--- src/rtl/md_pad_responder.sv ---
// md_pad_responder: the pad side of the Mega Drive DB9 protocol. It follows the host's TH select
// line, counts TH-low pulses for the 6-button sequence and drives active-low data pins from btn.
module md_pad_responder #(
  parameter int SIX_BUTTON     = 1,
  parameter int TIMEOUT_CYCLES = 60000
) (
  input  logic        clk_sys,
  input  logic        reset_n,
  input  logic        th_in,
  input  logic [11:0] btn,
  output logic [5:0]  pad_out,
  output logic [2:0]  phase
);

  localparam int TW = $clog2(TIMEOUT_CYCLES + 1);
  localparam logic [TW-1:0] TIMER_TERM = TW'(TIMEOUT_CYCLES - 1);

  typedef enum logic [2:0] {
    PH0 = 3'd0,
    PH1 = 3'd1,
    PH2 = 3'd2,
    PH3 = 3'd3,
    PH4 = 3'd4
  } phase_e;

  logic          th_meta_r;
  logic          th_sync_r;
  logic          th_dly_r;
  logic          fall_s;
  logic          rise_s;
  phase_e        phase_r;
  phase_e        phase_nxt_s;
  logic [TW-1:0] timer_r;
  logic [TW-1:0] timer_nxt_s;
  logic [5:0]    map_s;
  logic [5:0]    pad_r;

  // TH synchroniser plus one delay stage; all preset high so reset release never looks like a fall.
  always_ff @(posedge clk_sys or negedge reset_n) begin
    if (!reset_n) begin
      th_meta_r <= 1'b1;
      th_sync_r <= 1'b1;
      th_dly_r  <= 1'b1;
    end else begin
      th_meta_r <= th_in;
      th_sync_r <= th_meta_r;
      th_dly_r  <= th_sync_r;
    end
  end

  assign fall_s = th_dly_r & ~th_sync_r;
  assign rise_s = ~th_dly_r & th_sync_r;

  // Phase counter and idle timer registers.
  always_ff @(posedge clk_sys or negedge reset_n) begin
    if (!reset_n) begin
      phase_r <= PH0;
      timer_r <= '0;
    end else begin
      phase_r <= phase_nxt_s;
      timer_r <= timer_nxt_s;
    end
  end

  // Next phase/timer: a TH edge always beats the timeout, and the timer idles at zero in phase 0.
  always_comb begin
    phase_nxt_s = phase_r;
    timer_nxt_s = timer_r;
    if (SIX_BUTTON != 0) begin
      if (fall_s) begin
        timer_nxt_s = '0;
        case (phase_r)
          PH0:     phase_nxt_s = PH1;
          PH1:     phase_nxt_s = PH2;
          PH2:     phase_nxt_s = PH3;
          PH3:     phase_nxt_s = PH4;
          PH4:     phase_nxt_s = PH1;
          default: phase_nxt_s = PH1;
        endcase
      end else if (rise_s) begin
        timer_nxt_s = '0;
      end else if (phase_r == PH0) begin
        timer_nxt_s = '0;
      end else if (timer_r == TIMER_TERM) begin
        phase_nxt_s = PH0;
        timer_nxt_s = '0;
      end else begin
        timer_nxt_s = timer_r + TW'(1);
      end
    end else begin
      phase_nxt_s = PH0;
      timer_nxt_s = '0;
    end
  end

  // Positive-logic pin map selected by the synchronised TH level and the current phase.
  always_comb begin
    map_s = 6'b000000;
    if (th_sync_r) begin
      if (phase_r == PH3) begin
        map_s = {btn[5], btn[4], btn[8], btn[9], btn[10], btn[11]};
      end else begin
        map_s = {btn[5], btn[4], btn[0], btn[1], btn[2], btn[3]};
      end
    end else begin
      case (phase_r)
        PH3:     map_s = {btn[7], btn[6], 4'b0000};
        PH4:     map_s = {btn[7], btn[6], 4'b1111};
        default: map_s = {btn[7], btn[6], 2'b00, btn[2], btn[3]};
      endcase
    end
  end

  // Output register; pins are active low and idle released.
  always_ff @(posedge clk_sys or negedge reset_n) begin
    if (!reset_n) begin
      pad_r <= 6'h3F;
    end else begin
      pad_r <= ~map_s;
    end
  end

  assign pad_out = pad_r;
  assign phase   = phase_r;

endmodule

--- config.mk ---
export PLATFORM = sky130hd
export DESIGN_NAME = md_pad_responder
export DESIGN_NICKNAME = d
export VERILOG_FILES = /design/src/rtl/md_pad_responder.sv
export SDC_FILE = /design/constraint.sdc
export NUM_CORES = 1
export LEC_CHECK = 0
export CAP_MARGIN = 0
export CELL_PAD_IN_SITES_DETAIL_PLACEMENT = 1
export CELL_PAD_IN_SITES_GLOBAL_PLACEMENT = 1
export CORE_MARGIN = 10
export CORE_UTILIZATION = 45
export CTS_BUF_LIST = sky130_fd_sc_hd__clkbuf_2
export DETAILED_ROUTE_END_ITERATION = 10
export PLACE_DENSITY_LB_ADDON = 0.1
export SLEW_MARGIN = 5
export SYNTH_ARGS = -nofsm -noshare
export SYNTH_HDL_FRONTEND = slang
export SYNTH_SLANG_ARGS = --single-unit
--- constraint.sdc ---
create_clock -name clk_sys -period 2.5 [get_ports clk_sys]
set_input_delay 0.5 -clock clk_sys [delete_from_list [all_inputs] [get_ports clk_sys]]
set_output_delay 0.5 -clock clk_sys [all_outputs]
set_load 0.02 [all_outputs]
# Word-level counts from Yosys, hierarchy flattened
# Cells that the tools add are included.
dict set report word_totals {
  reg_bits 28
  latchBits 0
  mem_bits_rw 0
  mem_bits_ro 0
  in_bits 15
  word_cells 34
  memories 0
}
dict set report op_classes {
  n_addsub 1
  mul 0
  div 0
  order_cmp 0
  eq_ne 7
  shift 0
  muxes 12
  bitwise_logic 5
  reduce_logical 3
}
# op n
set op_table {}
lappend op_table {{16-bit two-way mux} 4}
lappend op_table {{16-bit by 1-bit adder with 16-bit output (second input constant)} 1}
lappend op_table {{16-bit equality test (second input constant)} 1}
lappend op_table {{3-bit two-way mux} 4}
lappend op_table {{3-bit case mux with 3 select lines} 1}
lappend op_table {{4-bit case mux with 2 select lines} 1}
lappend op_table {{3-bit by 2-bit equality test with 1-bit output (second input constant)} 2}
lappend op_table {{6-bit two-way mux} 1}
lappend op_table {{6-bit inverter} 1}
lappend op_table {{4-bit two-way mux} 1}
lappend op_table {{2-bit != test (second input constant)} 2}
lappend op_table {{3-bit by 1-bit equality test with 1-bit output (second input constant)} 1}
lappend op_table {{3-bit equality test (second input constant)} 1}
lappend op_table {{3-bit logical NOT} 1}
lappend op_table {{3-bit AND reduction} 1}
lappend op_table {{1-bit AND} 2}
lappend op_table {{1-bit inverter} 2}
lappend op_table {{2-bit nonzero test} 1}

# Depth between registers and ports, before layout
# Gate-level depths: netlist of the first run.
dict set report logic_depth {
  ltp_word 5
  mapped_depth 7
  mapped_depth_nobuf 5
}

# Least setup slack after synthesis of the first run
# Ideal clock, no wire load.
dict set report synth_timing {
  path_type {reg2reg}
  from {register timer_r[0]}
  to {register timer_r[10]}
  arrival_time_ns 1.507
  slack_ns 0.875
  path_stages_with_launch 8
  path_buffers 2
  synth_period_minus_slack_ns 1.625
  path_cell_list {dfrtp_1 ha_1 nand4_1 nor4_2 or2_0 buf_2 buf_6 nor2_1}
}
dict set report synth_via {
  elab_chain_cells 5
  elab_cells_between_ends 6
  cone_classes {1 x add/sub; 1 x eq/ne; 4 x mux}
}
# item line_no
set synth_rtl {}
lappend synth_rtl {{start, declared} 33} ;# logic [TW-1:0] timer_r;
lappend synth_rtl {{start signal, assigned} 61} ;# timer_r <= timer_nxt_s;
lappend synth_rtl {{16-bit by 1-bit adder with 16-bit output / 16-bit equality test (equally long branches)} {88, 84}}
lappend synth_rtl {{16-bit two-way mux *} 84} ;# end else if (timer_r == TIMER_TERM) begin
lappend synth_rtl {{16-bit two-way mux *} 82} ;# end else if (phase_r == PH0) begin
lappend synth_rtl {{16-bit two-way mux *} 80} ;# end else if (rise_s) begin
lappend synth_rtl {{16-bit two-way mux *} 70} ;# if (fall_s) begin
lappend synth_rtl {{net timer_nxt_s[10]} 34} ;# logic [TW-1:0] timer_nxt_s;
# The timed path passes the listed nets; every way through them passes the cells marked *.
# A chain may end at the register's enable or synchronous reset.

# Worst setup path after layout of the first run
dict set report layout_timing {
  from {register phase_r[2] (netlist: phase[2])}
  to {output phase[2]}
}
# item line_no
set layout_rtl {}
lappend layout_rtl {{start, declared} 31} ;# phase_e phase_r;
lappend layout_rtl {{start signal, assigned} 60} ;# phase_r <= phase_nxt_s;
lappend layout_rtl {{end, declared} 12} ;# output logic [2:0] phase
# No word-level cell between the ends.

==> metrics.txt, run 1 <==
final number of hold-violating endpoints 0; nets@finish 170; Routed Wire Length 3390 um; Fin Hold WS 382 ps; Post-synth EDFFs 0; CTS max path bufs 2; largest net degree at the start of global routing 29; maximum VDD drop around 0.38 mV; crit path max fanout 10; pwr dens a little over 700 mW/mm^2; Synth Flop Type dfrtp_1; PortBufs 23; critical path cell sequence clkdlybuf4s50_1; RSZ-0062 raised after global routing no; R2R depth 6; area of the multi-input gates 606 um^2; min-delay worst type register to register; Worst-Margin Slew 473 ps; Setup Buffers After CTS 0; Ports 24; final RePlAce weighted congestion ~0.87; drt via density 5.82; H-tree depth 1; pre-CTS setup slack 742 ps; Yosys reg bits 28; slew margin rel. 0.680; crit share post-route 0.842; Setup TNS 0 ps; r2r setup slk 660 ps; clock buffer count from CTS 3; WS Path Type register to output port; slowest CP cell clkdlybuf4s50_1; register area 712 um^2; Syn Nets 144; CTS tree done; global-route wire length before repair around 5700 um; share of layout cells above drive strength 1 0.144; Crit path required time 2000 ps; Mean Syn Cell Area 10.6 um^2; status finished clean; Die Ht 74.9 um; CTS sink cnt 28; CTS root buf clkbuf_2; Clock Pin Slew Worst Setup and Hold Paths about 240 ps; Die Wd 74.9 um; yosys warns 0; Buf/Inv on CP 1; Final setup viols 0; hold endpoint th_sync_r; starting density of the core 0.479; RR Startpoint timer_r[0]; async set or reset register ratio after synthesis 1.00; Syn Inst Count 128; Tmin final 2110 ps; HPWL Detailed 2610 um; maximum clock rate 475 MHz; WL/cell roughly 18 um; Top delay family on crit path buffers and inverters; crit start category register; final core occ 0.579; core area around 0.0028 mm^2; Slowest Stage Delay on Critical Path 680 ps; vias in the first global route 1121; Post-DRT Antenna Nets 0; worst clock skew 7.26 ps; ANT cells 0; register area share after synthesis 0.525; final setup margin 394 ps; RR Endpoint timer_r[12]; hold path depth 0; final number of max-transition violations 0; crit end category output port; Fill cells 322; Die ar. 0.00561 mm^2; worst endpoint data arrival time 1610 ps; maxcap violations 0; P_leak 0.659 nW; Site Rows 19; overall power approximately 1.2 mW; initial antenna violation count 0; Gates resized, CTS repair 0; Hold Path Origin th_meta_r; Yosys cell types 38; synthesis-to-layout area growth 20.7%; CTS Hold Bufs 0; GRT overflow 0; total number of vias 1071; DRC Markers 0; Worst-Skew Late Latency 370 ps; GRT Total Usage 0.134; synthesized cell area approximately 0.0014 mm^2; drt first-iter violations 96; drt first pass iters 4
==> registers in the layout, summed over array words and instances, names as in the netlist <==
name       cells
pad_out        6
phase          3
th_dly_r       1
th_meta_r      1
th_sync_r      1
timer_r       16
==> layer usage <==
| metal | global-route usage | up-vias | share of wire | wire (um) |
|---|---|---|---|---|
| met2 | 0.230 | 21 | 0.50 | 1710 |
| met1 | 0.156 | 543 | 0.45 | 1520 |
| met5 | 0 | - | 0 | 0 |
| met3 | 0.0368 | 5 | 0.032 | 110 |
| li1 | - | 502 | - | - |
| met4 | 0.0441 | 0 | 0.012 | 42 |
==> cell usage after synthesis, types with 3 or more instances <==
| cell type | n | share of area |
|---|---|---|
| dfrtp_1 | 19 | 0.35 |
| nor2_1 | 17 | 0.047 |
| dfstp_2 | 9 | 0.17 |
| xnor2_1 | 9 | 0.058 |
| nand2_1 | 8 | 0.022 |
| nand3_1 | 6 | 0.022 |
| nor3_1 | 5 | 0.018 |
| xor2_1 | 5 | 0.032 |
| inv_1 | 4 | 0.011 |
| nand4_1 | 4 | 0.018 |
| o21ai_0 | 4 | 0.015 |
| a21o_1 | 3 | 0.017 |
| a22o_1 | 3 | 0.019 |
| nor4_1 | 3 | 0.014 |
==> layout by cell type (no fill, tap or decap), drive strengths merged, types with 4 or more instances in the layout <==
cell,instances
nand3,7
clkbuf,4
nand4,5
nor4,4
nor2,17
o21ai,4
xor2,5
dfstp,9
inv,4
nor3,5
clkdlybuf4s50,23
nand2,8
xnor2,9
dfrtp,19
==> worst max-delay path by stage <==
stage / startpoint / endpoint / slack [ps] / cells past startpoint
after floorplan: timer_r[0] / timer_r[10] / 870 / 7
after global placement: timer_r[0] / timer_r[8] / 820 / 6
after detailed placement: timer_r[0] / timer_r[12] / 740 / 6
after CTS: phase[2] / phase[2] / 360 / 1
after global routing: phase[2] / phase[2] / 280 / 1
final: phase[2] / phase[2] / 390 / 1
==> metrics by stage <==
stage	cell area, um^2	instances
floorplan	1360	128
global placement	1620	180
detailed placement	1620	180
CTS	1640	184
global route	1640	184
finish	1640	184
==> layout make-up <==
class	instances	area share
multi-input cells	92	0.370
repair buffers	25	0.150
well taps	31	0.0237
inverters	4	0.00917
flip-flops and latches	28	0.435
clock buffers	4	0.0122
==> cells by family after synthesis <==
family	count (synthesis)	synth area share
multiplexers	2	0.0148
XOR/XNOR	14	0.0904
adder cells (fa/ha/maj)	1	0.00922
buffers and inverters	8	0.0286
AND/OR/NAND/NOR	58	0.240
flip-flops	28	0.525
AO/OA/AOI/OAI	17	0.0923
==> power by group <==
part,internal [mW],switching [mW],total (mW),leakage [nW]
Combinational,0.186,0.202,0.388,0.290
Clock,0.0422,0.129,0.171,0.0166
Sequential,0.539,0.0774,0.617,0.353
Total,0.768,0.408,1.18,0.659
(Power assumes the default switching activity.)
==> run 2, diff against run 1 <==
--- a/config.mk
+++ b/config.mk
@@ -9,7 +9,7 @@
 export CELL_PAD_IN_SITES_DETAIL_PLACEMENT = 1
 export CELL_PAD_IN_SITES_GLOBAL_PLACEMENT = 1
 export CORE_MARGIN = 10
-export CORE_UTILIZATION = 45
+export CORE_UTILIZATION = 38
 export CTS_BUF_LIST = sky130_fd_sc_hd__clkbuf_2
 export DETAILED_ROUTE_END_ITERATION = 10
 export PLACE_DENSITY_LB_ADDON = 0.1
==> constraint.sdc (replaced) <==
create_clock -name clk_sys -period 1.7 [get_ports clk_sys]
set_input_delay 0.34 -clock clk_sys [delete_from_list [all_inputs] [get_ports clk_sys]]
set_output_delay 0.34 -clock clk_sys [all_outputs]
set_load 0.02 [all_outputs]
==> metrics.txt, run 2 (synthesis results as in run 1) <==
Post-DRT Antenna Nets 0 (unchanged); switching power 0.611 mW (was 0.408 mW); worst clock skew 17.5 ps (was 7.26 ps); HPWL Detailed 2650 um (was 2610 um); r2r setup slk 20 ps (was 660 ps); WS Path Type register to register (was register to output port); drt first pass iters 4 (unchanged); Die Wd 79.7 um (was 74.9 um); Worst-Margin Slew 480 ps (was 473 ps); crit start category register (unchanged); pwr dens 969 mW/mm^2 (was 719 mW/mm^2); clock buffer count from CTS 3 (unchanged); H-tree depth 1 (unchanged); final RePlAce weighted congestion 0.834 (was 0.874); Buf/Inv on CP 1 (unchanged); met2 usage 0.199 (was 0.230); total number of vias 1131 (was 1071); RR Startpoint timer_r[1] (was timer_r[0]); post-route design area 0.00181 mm^2 (was 0.00164 mm^2); worst endpoint data arrival time 1990 ps (was 1610 ps); min-delay worst type input port to asynchronous set/reset pin (was register to register); status finished clean (unchanged); largest net degree at the start of global routing 29 (unchanged); sequential fraction of design power 0.519 (was 0.524); GRT overflow 0 (unchanged); Final setup viols 0 (unchanged); Site Rows 21 (was 19); maximum VDD drop 0.702 mV (was 0.376 mV); ANT cells 0 (unchanged); number of flip-flops in the largest register 16 (unchanged); crit path max fanout 4 (was 10); slew margin rel. 0.678 (was 0.680); maxcap violations 0 (unchanged); most frequent cells in the layout nor2_1 (17), buf_4 (15), clkdlybuf4s50_1 (14), dfrtp_1 (14) (was clkdlybuf4s50_1 (23), dfrtp_1 (19), nor2_1 (17)); critical path cell sequence buf_4 > nand4_2 > or2_4 > or4_4 > a21oi_2 (was clkdlybuf4s50_1); commonest non-fill, non-tap cell in the layout nor2_1 (was clkdlybuf4s50_1); Ports 24 (unchanged); global-route wire length before repair 5930 um (was 5710 um); Routed Wire Length 3670 um (was 3390 um); global route hottest layer met2 (unchanged); synthesis-to-layout area growth 33.7% (was 20.7%); Die Ht 79.7 um (was 74.9 um); drt first-iter violations 54 (was 96); crit path launch timer_r[1] (was phase[2]); Gate power share 0.338 (was 0.330); R2R depth 5 (was 6); Net Sw Frac 0.348 (was 0.347); overall power 1.76 mW (was 1.18 mW); Clock Power Share 0.143 (was 0.145); Worst-Skew Late Latency 350 ps (was 370 ps); PortBufs 23 (unchanged); CTS tree done (unchanged); final number of hold-violating endpoints 0 (unchanged); CTS sink cnt 28 (unchanged); Reg with most FFs timer_r (unchanged); Die ar. 0.00636 mm^2 (was 0.00561 mm^2); drt via density 5.31 (was 5.82); core area 0.00339 mm^2 (was 0.00283 mm^2); GRT Total Usage 0.116 (was 0.134); Slowest Stage Delay on Critical Path 470 ps (was 680 ps); global-route track usage on met3 0.0203 (was 0.0368); nets@finish 184 (was 170); placed inst area 0.00172 mm^2 (was 0.00162 mm^2); Internal 1.15 mW (was 0.768 mW); Top delay family on crit path simple AND/OR/NAND/NOR gates (was buffers and inverters); Tmin final about 1700 ps; WL/cell 17.2 um (was 18.4 um); starting density of the core 0.400 (was 0.479); crit share post-route 0.988; share of layout cells above drive strength 1 0.269 (was 0.144); Crit path required time 2010 ps (was 2000 ps); slowest CP cell dfrtp_1 (was clkdlybuf4s50_1); met1 Use GR 0.143 (was 0.156); vias in the first global route 1212 (was 1121); crit end category register (was output port); RR Endpoint timer_r[13] (was timer_r[12]); initial antenna violation count 0 (unchanged); maximum clock rate 595 MHz; P_leak 0.738 nW (was 0.659 nW); Clock Pin Slew Worst Setup and Hold Paths 260 ps (was 240 ps); DRC Markers 0 (unchanged); Fill cells 389 (was 322); CTS root buf clkbuf_2 (unchanged); CTS max path bufs 2 (unchanged); final number of max-transition violations 0 (unchanged)
-- run 2: cell count changes in the layout (fill, tap and decap cells not counted), moves of 5 or more --
cell	change
buf_4	+13
clkdlybuf4s50_1	-9
dfrtp_1	-5
dfrtp_2	+5
dlygate4sd2_1	+9
-- run 2: area by class of cell --
| type | instances | area, um^2 | area share |
|---|---|---|---|
| clock buffers | 4 | 20.0 | 0.0110 |
| multi-input cells | 92 | 651 | 0.359 |
| repair buffers | 39 | 352 | 0.194 |
| well taps | 46 | 57.6 | 0.0317 |
| flip-flops and latches | 28 | 718 | 0.396 |
| inverters | 4 | 15.0 | 0.00828 |
-- run 2: what timing repair did --
action                                 4_1_cts  5_1_grt
endpoints found under the hold margin        0        0
setup endpoints to repair                    9       17
hold buffers                                 0        0
resized for setup                           12        6
setup buffers                                0        5
cloned                                       0        0
pin swaps                                    0        1
-- run 2: worst max-delay path by stage --
stage	end	cells after the start
2_1_floorplan	timer_r[10]	7
5_1_grt	timer_r[13]	5
4_1_cts	timer_r[12]	6
3_5_place_dp	timer_r[12]	6
6_report	timer_r[13]	5
3_3_place_gp	timer_r[12]	6
-- run 2: layer usage --
metal / wire, um / part of all wire
met1: 1650 / 0.45
met2: 1850 / 0.51
met3: 140 / 0.038
met4: 21 / 0.0057
met5: 0 / 0
-- run 2: through the flow --
| step | setup TNS (ps) | cells | setup slack, ps | utilization | hold slack (ps) |
|---|---|---|---|---|---|
| 4_1_cts | 0 | 208 | 22.6 | 0.510 | 303 |
| 3_3_place_gp | 0 | 204 | 121 | 0.506 | 351 |
| 6_report | 0 | 213 | 19.6 | 0.535 | 314 |
| 3_5_place_dp | 0 | 204 | 57.8 | 0.506 | 348 |
| 2_1_floorplan | 0 | 128 | 74.8 | - | 44.4 |
| 5_1_grt | -60.1 | 213 | -57.5 | 0.535 | 275 |
-- run 2: worst reg2reg max path, delay by kind of cell (launching register included) --
family	cells	cell delay (ps)
simple gates	3	890
flops	1	470
compound gates	1	160
buf+inv	1	130
-- run 2: power groups by stage --
| stage | Sequential, mW | Combinational [mW] | Clock, mW |
|---|---|---|---|
| after global placement | 0.909 | 0.607 | 0 |
| after global routing | 0.933 | 0.660 | 0.300 |
| after floorplan | 0.974 | 0.267 | 0 |
| after CTS | 0.909 | 0.569 | 0.272 |
| after detailed placement | 0.917 | 0.614 | 0 |
| final | 0.911 | 0.594 | 0.252 |
